## config.mk

```make
export PLATFORM = sky130hd
export DESIGN_NAME = rr_arbiter8_flat
export DESIGN_NICKNAME = d
export VERILOG_FILES = /design/src/rtl/rr_arbiter8_if.sv /design/src/rtl/rr_arbiter8.sv /design/src/flat_wrapper.sv
export SDC_FILE = /design/constraint.sdc
export NUM_CORES = 1
export LEC_CHECK = 0
export ABC_AREA = 0
export BUFFER_PORTS_ARGS = -buffer_cell sky130_fd_sc_hd__buf_2
export CORE_UTILIZATION = 40
export DETAILED_ROUTE_END_ITERATION = 8
export PLACE_DENSITY = 0.59
export SYNTH_ARGS = -nofsm -noshare
export SYNTH_HDL_FRONTEND = slang
export SYNTH_SLANG_ARGS = --single-unit
```

## constraint.sdc

```tcl
create_clock -name clk -period 4.25 [get_ports clk]
set_input_delay 0.85 -clock clk [delete_from_list [all_inputs] [get_ports clk]]
set_output_delay 0.85 -clock clk [all_outputs]
set_load 0.01 [all_outputs]
```

## src/rtl/rr_arbiter8_if.sv

```systemverilog
`default_nettype none
// +--------------------------------------------------------------------------+
// | rr_arbiter8_if : request/grant bundle between requester bank and arbiter |
// | Revision 1.0                                                             |
// +--------------------------------------------------------------------------+
interface rr_arbiter8_if;
  logic [7:0] req;
  logic [7:0] gnt;
  logic [2:0] gnt_idx;
  logic       gnt_valid;
  logic       timeout;

  // Requester side: drives requests, observes the grant.
  modport master (
    output req,
    input  gnt,
    input  gnt_idx,
    input  gnt_valid,
    input  timeout
  );

  // Arbiter side.
  modport slave (
    input  req,
    output gnt,
    output gnt_idx,
    output gnt_valid,
    output timeout
  );
endinterface
`default_nettype wire

```

## src/rtl/rr_arbiter8.sv

```systemverilog
`default_nettype none
// +--------------------------------------------------------------------------+
// | rr_arbiter8 : eight-way round-robin arbiter with per-grant hold limit    |
// | Revision 1.0                                                             |
// +--------------------------------------------------------------------------+
module rr_arbiter8 #(
  parameter int unsigned MAX_HOLD = 16
) (
  input  wire logic        clk,
  input  wire logic        rst,
  rr_arbiter8_if.slave     bus
);

  typedef enum logic [0:0] {
    S_IDLE  = 1'b0,
    S_GRANT = 1'b1
  } state_t;

  localparam logic       c_limit_en  = (MAX_HOLD != 0);
  localparam logic [7:0] c_hold_last = 8'(MAX_HOLD - 1);

  state_t     r_state,     w_state_nxt;
  logic [7:0] r_gnt,       w_gnt_nxt;
  logic [2:0] r_gnt_idx,   w_gnt_idx_nxt;
  logic       r_gnt_valid, w_gnt_valid_nxt;
  logic       r_timeout,   w_timeout_nxt;
  logic [2:0] r_ptr,       w_ptr_nxt;
  logic [7:0] r_hold_cnt,  w_hold_cnt_nxt;

  logic [7:0]  w_rot;
  logic [7:0]  w_rot_low;
  logic [15:0] w_oh2;
  logic [7:0]  w_win_oh;
  logic [2:0]  w_win_idx;

  // Rotate so ptr sits at bit 0, isolate the lowest set bit, rotate back.
  assign w_rot     = 8'({bus.req, bus.req} >> r_ptr);
  assign w_rot_low = w_rot & (~w_rot + 8'd1);
  assign w_oh2     = {8'b0, w_rot_low} << r_ptr;
  assign w_win_oh  = w_oh2[7:0] | w_oh2[15:8];

  // One-hot to binary: index bit b is the OR of grant lines whose index has bit b set.
  for (genvar b = 0; b < 3; b++) begin : g_enc
    logic [7:0] w_mask;
    for (genvar k = 0; k < 8; k++) begin : g_mask
      assign w_mask[k] = 1'(k >> b);
    end
    assign w_win_idx[b] = |(w_win_oh & w_mask);
  end

  always_comb begin
    w_state_nxt     = r_state;
    w_gnt_nxt       = r_gnt;
    w_gnt_idx_nxt   = r_gnt_idx;
    w_gnt_valid_nxt = r_gnt_valid;
    w_timeout_nxt   = 1'b0;
    w_ptr_nxt       = r_ptr;
    w_hold_cnt_nxt  = r_hold_cnt;

    case (r_state)
      S_IDLE: begin
        if (|bus.req) begin
          w_gnt_nxt       = w_win_oh;
          w_gnt_idx_nxt   = w_win_idx;
          w_gnt_valid_nxt = 1'b1;
          w_ptr_nxt       = w_win_idx + 3'd1;
          w_hold_cnt_nxt  = 8'd0;
          w_state_nxt     = S_GRANT;
        end
      end
      S_GRANT: begin
        // Owner release wins over limit expiry at the same edge.
        if (!bus.req[r_gnt_idx]) begin
          w_gnt_nxt       = 8'd0;
          w_gnt_valid_nxt = 1'b0;
          w_state_nxt     = S_IDLE;
        end else if (c_limit_en && (r_hold_cnt == c_hold_last)) begin
          w_gnt_nxt       = 8'd0;
          w_gnt_valid_nxt = 1'b0;
          w_timeout_nxt   = 1'b1;
          w_state_nxt     = S_IDLE;
        end else begin
          w_hold_cnt_nxt  = r_hold_cnt + 8'd1;
        end
      end
      default: begin
        w_gnt_nxt       = 8'd0;
        w_gnt_valid_nxt = 1'b0;
        w_state_nxt     = S_IDLE;
      end
    endcase
  end

  always_ff @(posedge clk) begin
    if (rst) begin
      r_state     <= S_IDLE;
      r_gnt       <= 8'd0;
      r_gnt_idx   <= 3'd0;
      r_gnt_valid <= 1'b0;
      r_timeout   <= 1'b0;
      r_ptr       <= 3'd0;
      r_hold_cnt  <= 8'd0;
    end else begin
      r_state     <= w_state_nxt;
      r_gnt       <= w_gnt_nxt;
      r_gnt_idx   <= w_gnt_idx_nxt;
      r_gnt_valid <= w_gnt_valid_nxt;
      r_timeout   <= w_timeout_nxt;
      r_ptr       <= w_ptr_nxt;
      r_hold_cnt  <= w_hold_cnt_nxt;
    end
  end

  assign bus.gnt       = r_gnt;
  assign bus.gnt_idx   = r_gnt_idx;
  assign bus.gnt_valid = r_gnt_valid;
  assign bus.timeout   = r_timeout;

endmodule
`default_nettype wire

```

## src/flat_wrapper.sv

```systemverilog
// flat-port wrapper written by rule: the top's interface ports become plain ports
module rr_arbiter8_flat 
#(
  parameter int unsigned MAX_HOLD = 16
)
  (clk, rst, bus_req, bus_gnt, bus_gnt_idx, bus_gnt_valid, bus_timeout);
  rr_arbiter8_if bus_i ();
  input  wire logic clk;
  input  wire logic rst;
  input wire logic [$bits(bus_i.req)-1:0] bus_req;
  output wire logic [$bits(bus_i.gnt)-1:0] bus_gnt;
  output wire logic [$bits(bus_i.gnt_idx)-1:0] bus_gnt_idx;
  output wire logic [$bits(bus_i.gnt_valid)-1:0] bus_gnt_valid;
  output wire logic [$bits(bus_i.timeout)-1:0] bus_timeout;
  assign bus_i.req = bus_req;
  assign bus_gnt = bus_i.gnt;
  assign bus_gnt_idx = bus_i.gnt_idx;
  assign bus_gnt_valid = bus_i.gnt_valid;
  assign bus_timeout = bus_i.timeout;
  rr_arbiter8 #(.MAX_HOLD(MAX_HOLD)) u_core (.clk(clk), .rst(rst), .bus(bus_i));
endmodule
```

# Yosys cells after proc, flatten, opt, wreduce, memory -nomap -nowiden
# Index checks and enable logic that the tools add are counted.
# totals
ff_bits	25
latch_bits	0
ramBits	0
mem_bits_ro	0
input_bits	10
elab_cells	50
mem_count	0
# op_classes
addsub	3
mul	0
div_mod_pow	0
order_cmp	1
n_eq_ne	5
shifts	2
n_mux	19
bitwise	5
reduce_logical	8
# ops
cell	count
2-to-1 mux 8 bit	6
one-hot mux 8 bit (2 select lines)	2
adder 8 x 1 -> 8 bit, second input constant	2
<< shifter 8 x 3 -> 16 bit	1
right shift 16 x 3 -> 8 bit	1
OR reduction 4 bit	3
AND 8 bit	1
== test 8 x 4 -> 1 bit, second input constant	1
2-to-1 mux 1 bit	8
NOT 8 bit	1
OR 8 bit	1
OR reduction 8 bit	1
< comparator 3 x 4 -> 1 bit, second input constant	1
inequality test 2 bit, second input constant	2
one-hot mux 1 bit (2 select lines)	2
AND reduction 2 bit	2
adder 3 x 1 -> 3 bit, second input constant	1
binary-select mux 1 bit (select 3 bit)	1
inequality test 3 bit, second input constant	1
AND reduction 3 bit	1
OR reduction 3 bit	1
inequality test 2 x 1 -> 1 bit, second input constant	1
NOT 1 bit	2

# Depth between registers and ports, before layout
# depth
ltp_word	8
mapped_depth	13

# Worst setup path before layout
# Ideal clock, no wire load.
# synth_timing
kind	input to register
startpoint	input bus_req[1]
endpoint	register u_core.r_ptr[2]
t_arrival_ns	3.433
required_ns	4.171
slack_ns	0.738
cell_stages	9
cell_sequence	mux4_1 -> mux2_2 -> and3_1 -> o31ai_1 -> nand2_1 -> or3_1 -> ha_1 -> or3_1 -> o211ai_1
# synth_between
elab_chain_len	8
elab_cells_between_ends	12
cone_classes	add/sub: 2; shift: 2; bitwise: 3; reduce/logical: 5
# synth_rtl
element	line_no	rtl
from (decl)	flat_wrapper.sv:10	input wire logic [$bits(bus_i.req)-1:0] bus_req;
right shift 16 x 3 -> 8 bit (*)	rr_arbiter8.sv:37	assign w_rot = 8'({bus.req, bus.req} >> r_ptr);
NOT 8 bit	rr_arbiter8.sv:38	assign w_rot_low = w_rot & (~w_rot + 8'd1);
adder 8 x 1 -> 8 bit	rr_arbiter8.sv:38	
AND 8 bit (*)	rr_arbiter8.sv:38	
<< shifter 8 x 3 -> 16 bit (*)	rr_arbiter8.sv:39	assign w_oh2 = {8'b0, w_rot_low} << r_ptr;
OR 8 bit (*)	rr_arbiter8.sv:40	assign w_win_oh = w_oh2[7:0] | w_oh2[15:8];
OR reduction 4 bit (*)	rr_arbiter8.sv:48	assign w_win_idx[b] = |(w_win_oh & w_mask);
via u_core.w_win_idx[1]	rr_arbiter8.sv:34	logic [2:0] w_win_idx;
adder 3 x 1 -> 3 bit (*)	rr_arbiter8.sv:66	w_ptr_nxt = w_win_idx + 3'd1;
to (signal assigned)	rr_arbiter8.sv:109	r_ptr <= w_ptr_nxt;
to (decl)	rr_arbiter8.sv:27	logic [2:0] r_ptr, w_ptr_nxt;
# The timed path passes the listed nets; every way through them passes the cells marked *.
# A chain may end at the register's enable or synchronous reset.

# Final worst setup path
# Same ends and word-level chain as after synthesis.

==> impl_metrics.toml <==
[status]
status = "complete, no violations"

[grt]
globalRouteTotalUtil = 0.1919
grt_antenna_before_repair = 0
global_route.overflow_total = 0
first_pass_grt_wire_length_um = 8052
first_global_vias = 1650
grt_start_max_net_pins = 28

[placement]
number_of_i_o_port_buffers = 22
post-dp-hpwl_um = 3541
place.detailed.instances = 321
gp_routability_congestion = 0.8417

[clock_network]
cts.path.max_buffers = 2
post_cts_resize_count = 0
cts_tree = "built"
post_cts_buffers = 0
hold_fix_buffer_count_after_cts = 0
cts_root_buffer = "sky130_fd_sc_hd__clkbuf_8"
cts_num_sinks = 25
cts.htree.levels = 1
clock_insertion_delay_at_the_later_pin_of_the_skew_report_ps = 270
cts_made_buffers = 3
clkTransAtPathRegs_ps = 90

[sta]
finalSetupViolCount = 0
unrepaired_setup_endpoints_after_global_routing = "false"
headroom_to_the_max_slew_limit = 0.4929
worst_clock_skew_ps = 2.871
fin_setup_tns_ps = 0
achievable-frequency_mhz = 273.8
final_hold_viol_count = 0
fin_crit_ps = 3652
max_slew.worst_pin.slew_ps = 759.6
final.period_utilization = 0.8594
slew_violations = 0

[finish]
multi_input_area_mm2 = 0.001459
finalNonFillerCells = 325
fill_cells = 508
num_antenna_cells = 0
drive_gt1_frac = 0.2326
finish.net_count = 271
areaGrowthSynthToFinish_pct = 10.26
regArea_um2 = 500.5

[min_path]
timing.hold.worst_endpoint = "u_core.bus.gnt[6]$_SDFFE_PP0P_"
worstHoldPathCells = 2
hp-start = "u_core.bus.gnt[6]$_SDFFE_PP0P_"
hold_path.class = "reg -> reg"

[synthesis]
synth_sequential_area_ratio = 0.2442
synth_cell_types = 53
number_of_enable_type_register_cells_in_the_synthesized_netlist = 0
mappedNetlistArea_mm2 = 0.002049
synth_ff_type = "sky130_fd_sc_hd__dfxtp_1"
postSynthNetCount = 255
synthArstFlopShare = 0
synth_warnings = 0
synthesis.instances = 243
synthesis.area_per_instance_um2 = 8.434
synth-seq-cells = 25

[drt]
final_antenna_net_count = 0
viasPerCell = 5.954
drt_pass1_iterations = 4
vias = 1935
wl_per_cell_um = 14.92
final_routed_drc_violation_total = 0
routed_wl_um = 4848
drt_iter0_markers = 149

[pwr]
ir_worst_vdd_v = 0.0003486
netSwitchingPower_uw = 607.9
comb_power_share = 0.643
sequentialPowerShare = 0.252
cell_leakage_power_nw = 0.8456
internal_power_uw = 740.3
powerDensity_mw_per_mm2 = 596.6
p_clk_frac = 0.105
power.share.switching = 0.4509

[floorplan]
die-width_um = 73.58
io-pin-count = 23
floorplan.initialDensity = 0.4255
die_h_um = 73.58
core.rowCount = 25
design.core.area_mm2 = 0.004817
die_area_mm2 = 0.005414

[setup_path]
worstSetupStartpoint = "bus_req[1]"
launching_point_of_the_worst_reg2reg_path = "u_core.r_ptr[0]$_SDFFE_PP0P_"
setup.worst_path.start_class = "input port"
critPathMaxFanout = 8
reg_to_reg_end = "u_core.r_ptr[2]$_SDFFE_PP0P_"
criticalPathCategory = "in -> reg"
critPathArrivalTime_ps = 3850
critPathRequiredTime_ps = 4450
endpoint_kind = "flip-flop"
timing.reg2reg.setup_slack_ps = 600
r2r_cells = 9

[job]
maxCapViolCount = 0
## kinds of logic (layout without fill, tap and decap cells)
group / count (synthesis) / in the layout / share of synthesized area
simple gates: 100 / 100 / 0.2564
compound gates: 64 / 64 / 0.2094
mux: 31 / 31 / 0.2338
flops: 25 / 25 / 0.2442
buf+inv: 21 / 36 / 0.04395
fa+ha+maj: 2 / 2 / 0.01221
## sequential cells by signal (all words and copies together) (netlist names)
name / count
u_core.r_ptr: 3
u_core.bus.gnt_valid: 1
u_core.r_state: 1
u_core.r_hold_cnt: 8
u_core.bus.gnt: 8
u_core.bus.timeout: 1
u_core.bus.gnt_idx: 3
## through the flow
step	power, mW	hold WS [ps]	utilization	instance area [um^2]	setup WS (ps)
detailed placement	1.203	455.4	0.4595	2213	328.9
CTS	1.349	468.1	0.4691	2260	592.5
global route	1.458	500.8	0.4691	2260	384.2
finish	1.348	460.1	0.4691	2260	597.8
global placement	1.207	448.7	0.4595	2213	450.9
floorplan	1.018	458.3	-	2049	738.1
## routing by layer
metal / up-vias / wire length, um / global-route usage
met5: - / 0 / 0
met4: 0 / 12 / 0.02778
met3: 2 / 182 / 0.03841
met2: 36 / 2204 / 0.2885
met1: 935 / 2449 / 0.2888
li1: 962 / - / -
## how the worst max path moves through the flow
stage          cells past startpoint                      endpoint  slack, ps
5_1_grt                            9  u_core.r_ptr[2]$_SDFFE_PP0P_        380
3_5_place_dp                      10  u_core.r_ptr[2]$_SDFFE_PP0P_        330
3_3_place_gp                      10  u_core.r_ptr[2]$_SDFFE_PP0P_        450
2_1_floorplan                      9  u_core.r_ptr[2]$_SDFFE_PP0P_        740
4_1_cts                            9  u_core.r_ptr[2]$_SDFFE_PP0P_        590
6_report                          10  u_core.r_ptr[2]$_SDFFE_PP0P_        600
## final cells by class
class | instances | share of cell area
clock buffer | 3 | 0.01827
clock inverter | 1 | 0.002215
inverter | 4 | 0.006645
multi-input combinational | 197 | 0.6456
sequential | 25 | 0.2215
tap | 67 | 0.03710
timing repair buffer | 28 | 0.06866
## critical path, cell delays in order
cell and delay (ps):
sky130_fd_sc_hd__buf_2 150, sky130_fd_sc_hd__mux4_1 570, sky130_fd_sc_hd__mux2_2 350, sky130_fd_sc_hd__and3_1 190, sky130_fd_sc_hd__o31ai_1 480, sky130_fd_sc_hd__nand2_1 120
sky130_fd_sc_hd__or3_1 410, sky130_fd_sc_hd__ha_1 220, sky130_fd_sc_hd__or3_1 370, sky130_fd_sc_hd__o211ai_1 150
## synth_stat cells (2+ instances only)
| library cell | count | area, um^2 |
|---|---|---|
| sky130_fd_sc_hd__nor3b_1 | 4 | 30.03 |
| sky130_fd_sc_hd__o21ai_0 | 11 | 55.05 |
| sky130_fd_sc_hd__mux2_2 | 12 | 135.1 |
| sky130_fd_sc_hd__clkbuf_1 | 12 | 45.04 |
| sky130_fd_sc_hd__ha_1 | 2 | 25.02 |
| sky130_fd_sc_hd__o32ai_1 | 2 | 17.52 |
| sky130_fd_sc_hd__nor2_1 | 33 | 123.9 |
| sky130_fd_sc_hd__mux4_2 | 8 | 180.2 |
| sky130_fd_sc_hd__mux2i_1 | 7 | 70.07 |
| sky130_fd_sc_hd__and3_1 | 5 | 31.28 |
| sky130_fd_sc_hd__o211ai_1 | 3 | 22.52 |
| sky130_fd_sc_hd__nand3_1 | 7 | 35.03 |
| sky130_fd_sc_hd__nand2_1 | 19 | 71.32 |
| sky130_fd_sc_hd__o31ai_1 | 3 | 22.52 |
| sky130_fd_sc_hd__clkinv_1 | 2 | 7.510 |
| sky130_fd_sc_hd__nor4b_1 | 2 | 17.52 |
| sky130_fd_sc_hd__buf_2 | 3 | 15.01 |
| sky130_fd_sc_hd__a22oi_1 | 7 | 52.55 |
| sky130_fd_sc_hd__a31oi_1 | 6 | 37.54 |
| sky130_fd_sc_hd__nor2b_1 | 2 | 12.51 |
| sky130_fd_sc_hd__mux4_1 | 3 | 78.83 |
| sky130_fd_sc_hd__a211oi_1 | 3 | 22.52 |
| sky130_fd_sc_hd__a211o_1 | 2 | 17.52 |
| sky130_fd_sc_hd__a21oi_1 | 14 | 70.07 |
| sky130_fd_sc_hd__nand2b_1 | 3 | 18.77 |
| sky130_fd_sc_hd__inv_1 | 2 | 7.510 |
| sky130_fd_sc_hd__o21ai_1 | 3 | 15.01 |
| sky130_fd_sc_hd__or2_2 | 2 | 12.51 |
| sky130_fd_sc_hd__or3_1 | 6 | 37.54 |
| sky130_fd_sc_hd__nor4bb_1 | 2 | 20.02 |
| sky130_fd_sc_hd__nor4_1 | 3 | 18.77 |
| sky130_fd_sc_hd__nor3_1 | 4 | 20.02 |
| sky130_fd_sc_hd__dfxtp_1 | 25 | 500.5 |
| sky130_fd_sc_hd__a32oi_1 | 2 | 17.52 |
## cell usage in the layout, fill, tap and decap left out, types with 2 or more instances in the layout
cell and instances:
sky130_fd_sc_hd__clkbuf_8 3, sky130_fd_sc_hd__o32ai_1 2, sky130_fd_sc_hd__nand2_1 19, sky130_fd_sc_hd__a32oi_1 2, sky130_fd_sc_hd__a31oi_1 6, sky130_fd_sc_hd__a211oi_1 3
sky130_fd_sc_hd__a211o_1 2, sky130_fd_sc_hd__and3_1 5, sky130_fd_sc_hd__o21ai_0 11, sky130_fd_sc_hd__mux2i_1 7, sky130_fd_sc_hd__nor2_1 33, sky130_fd_sc_hd__or3_1 6
sky130_fd_sc_hd__o31ai_1 3, sky130_fd_sc_hd__a22oi_1 7, sky130_fd_sc_hd__dfxtp_1 25, sky130_fd_sc_hd__buf_4 6, sky130_fd_sc_hd__clkinv_1 2, sky130_fd_sc_hd__nor4b_1 2
sky130_fd_sc_hd__nor3b_1 4, sky130_fd_sc_hd__nand2b_1 3, sky130_fd_sc_hd__nor2b_1 2, sky130_fd_sc_hd__a21oi_1 14, sky130_fd_sc_hd__nand3_1 7, sky130_fd_sc_hd__mux2_2 12
sky130_fd_sc_hd__mux4_2 8, sky130_fd_sc_hd__o211ai_1 3, sky130_fd_sc_hd__or2_2 2, sky130_fd_sc_hd__nor4_1 3, sky130_fd_sc_hd__o21ai_1 3, sky130_fd_sc_hd__buf_2 22
sky130_fd_sc_hd__ha_1 2, sky130_fd_sc_hd__nor3_1 4, sky130_fd_sc_hd__inv_1 2, sky130_fd_sc_hd__mux4_1 3, sky130_fd_sc_hd__nor4bb_1 2
## power by group through the flow
stage / clock network [mW] / registers [mW] / logic (mW)
floorplan: 0 / 0.325 / 0.692
CTS: 0.147 / 0.341 / 0.860
global placement: 0 / 0.347 / 0.860
detailed placement: 0 / 0.347 / 0.856
finish: 0.141 / 0.340 / 0.867
global route: 0.158 / 0.349 / 0.951
(Power assumes the default switching activity.)
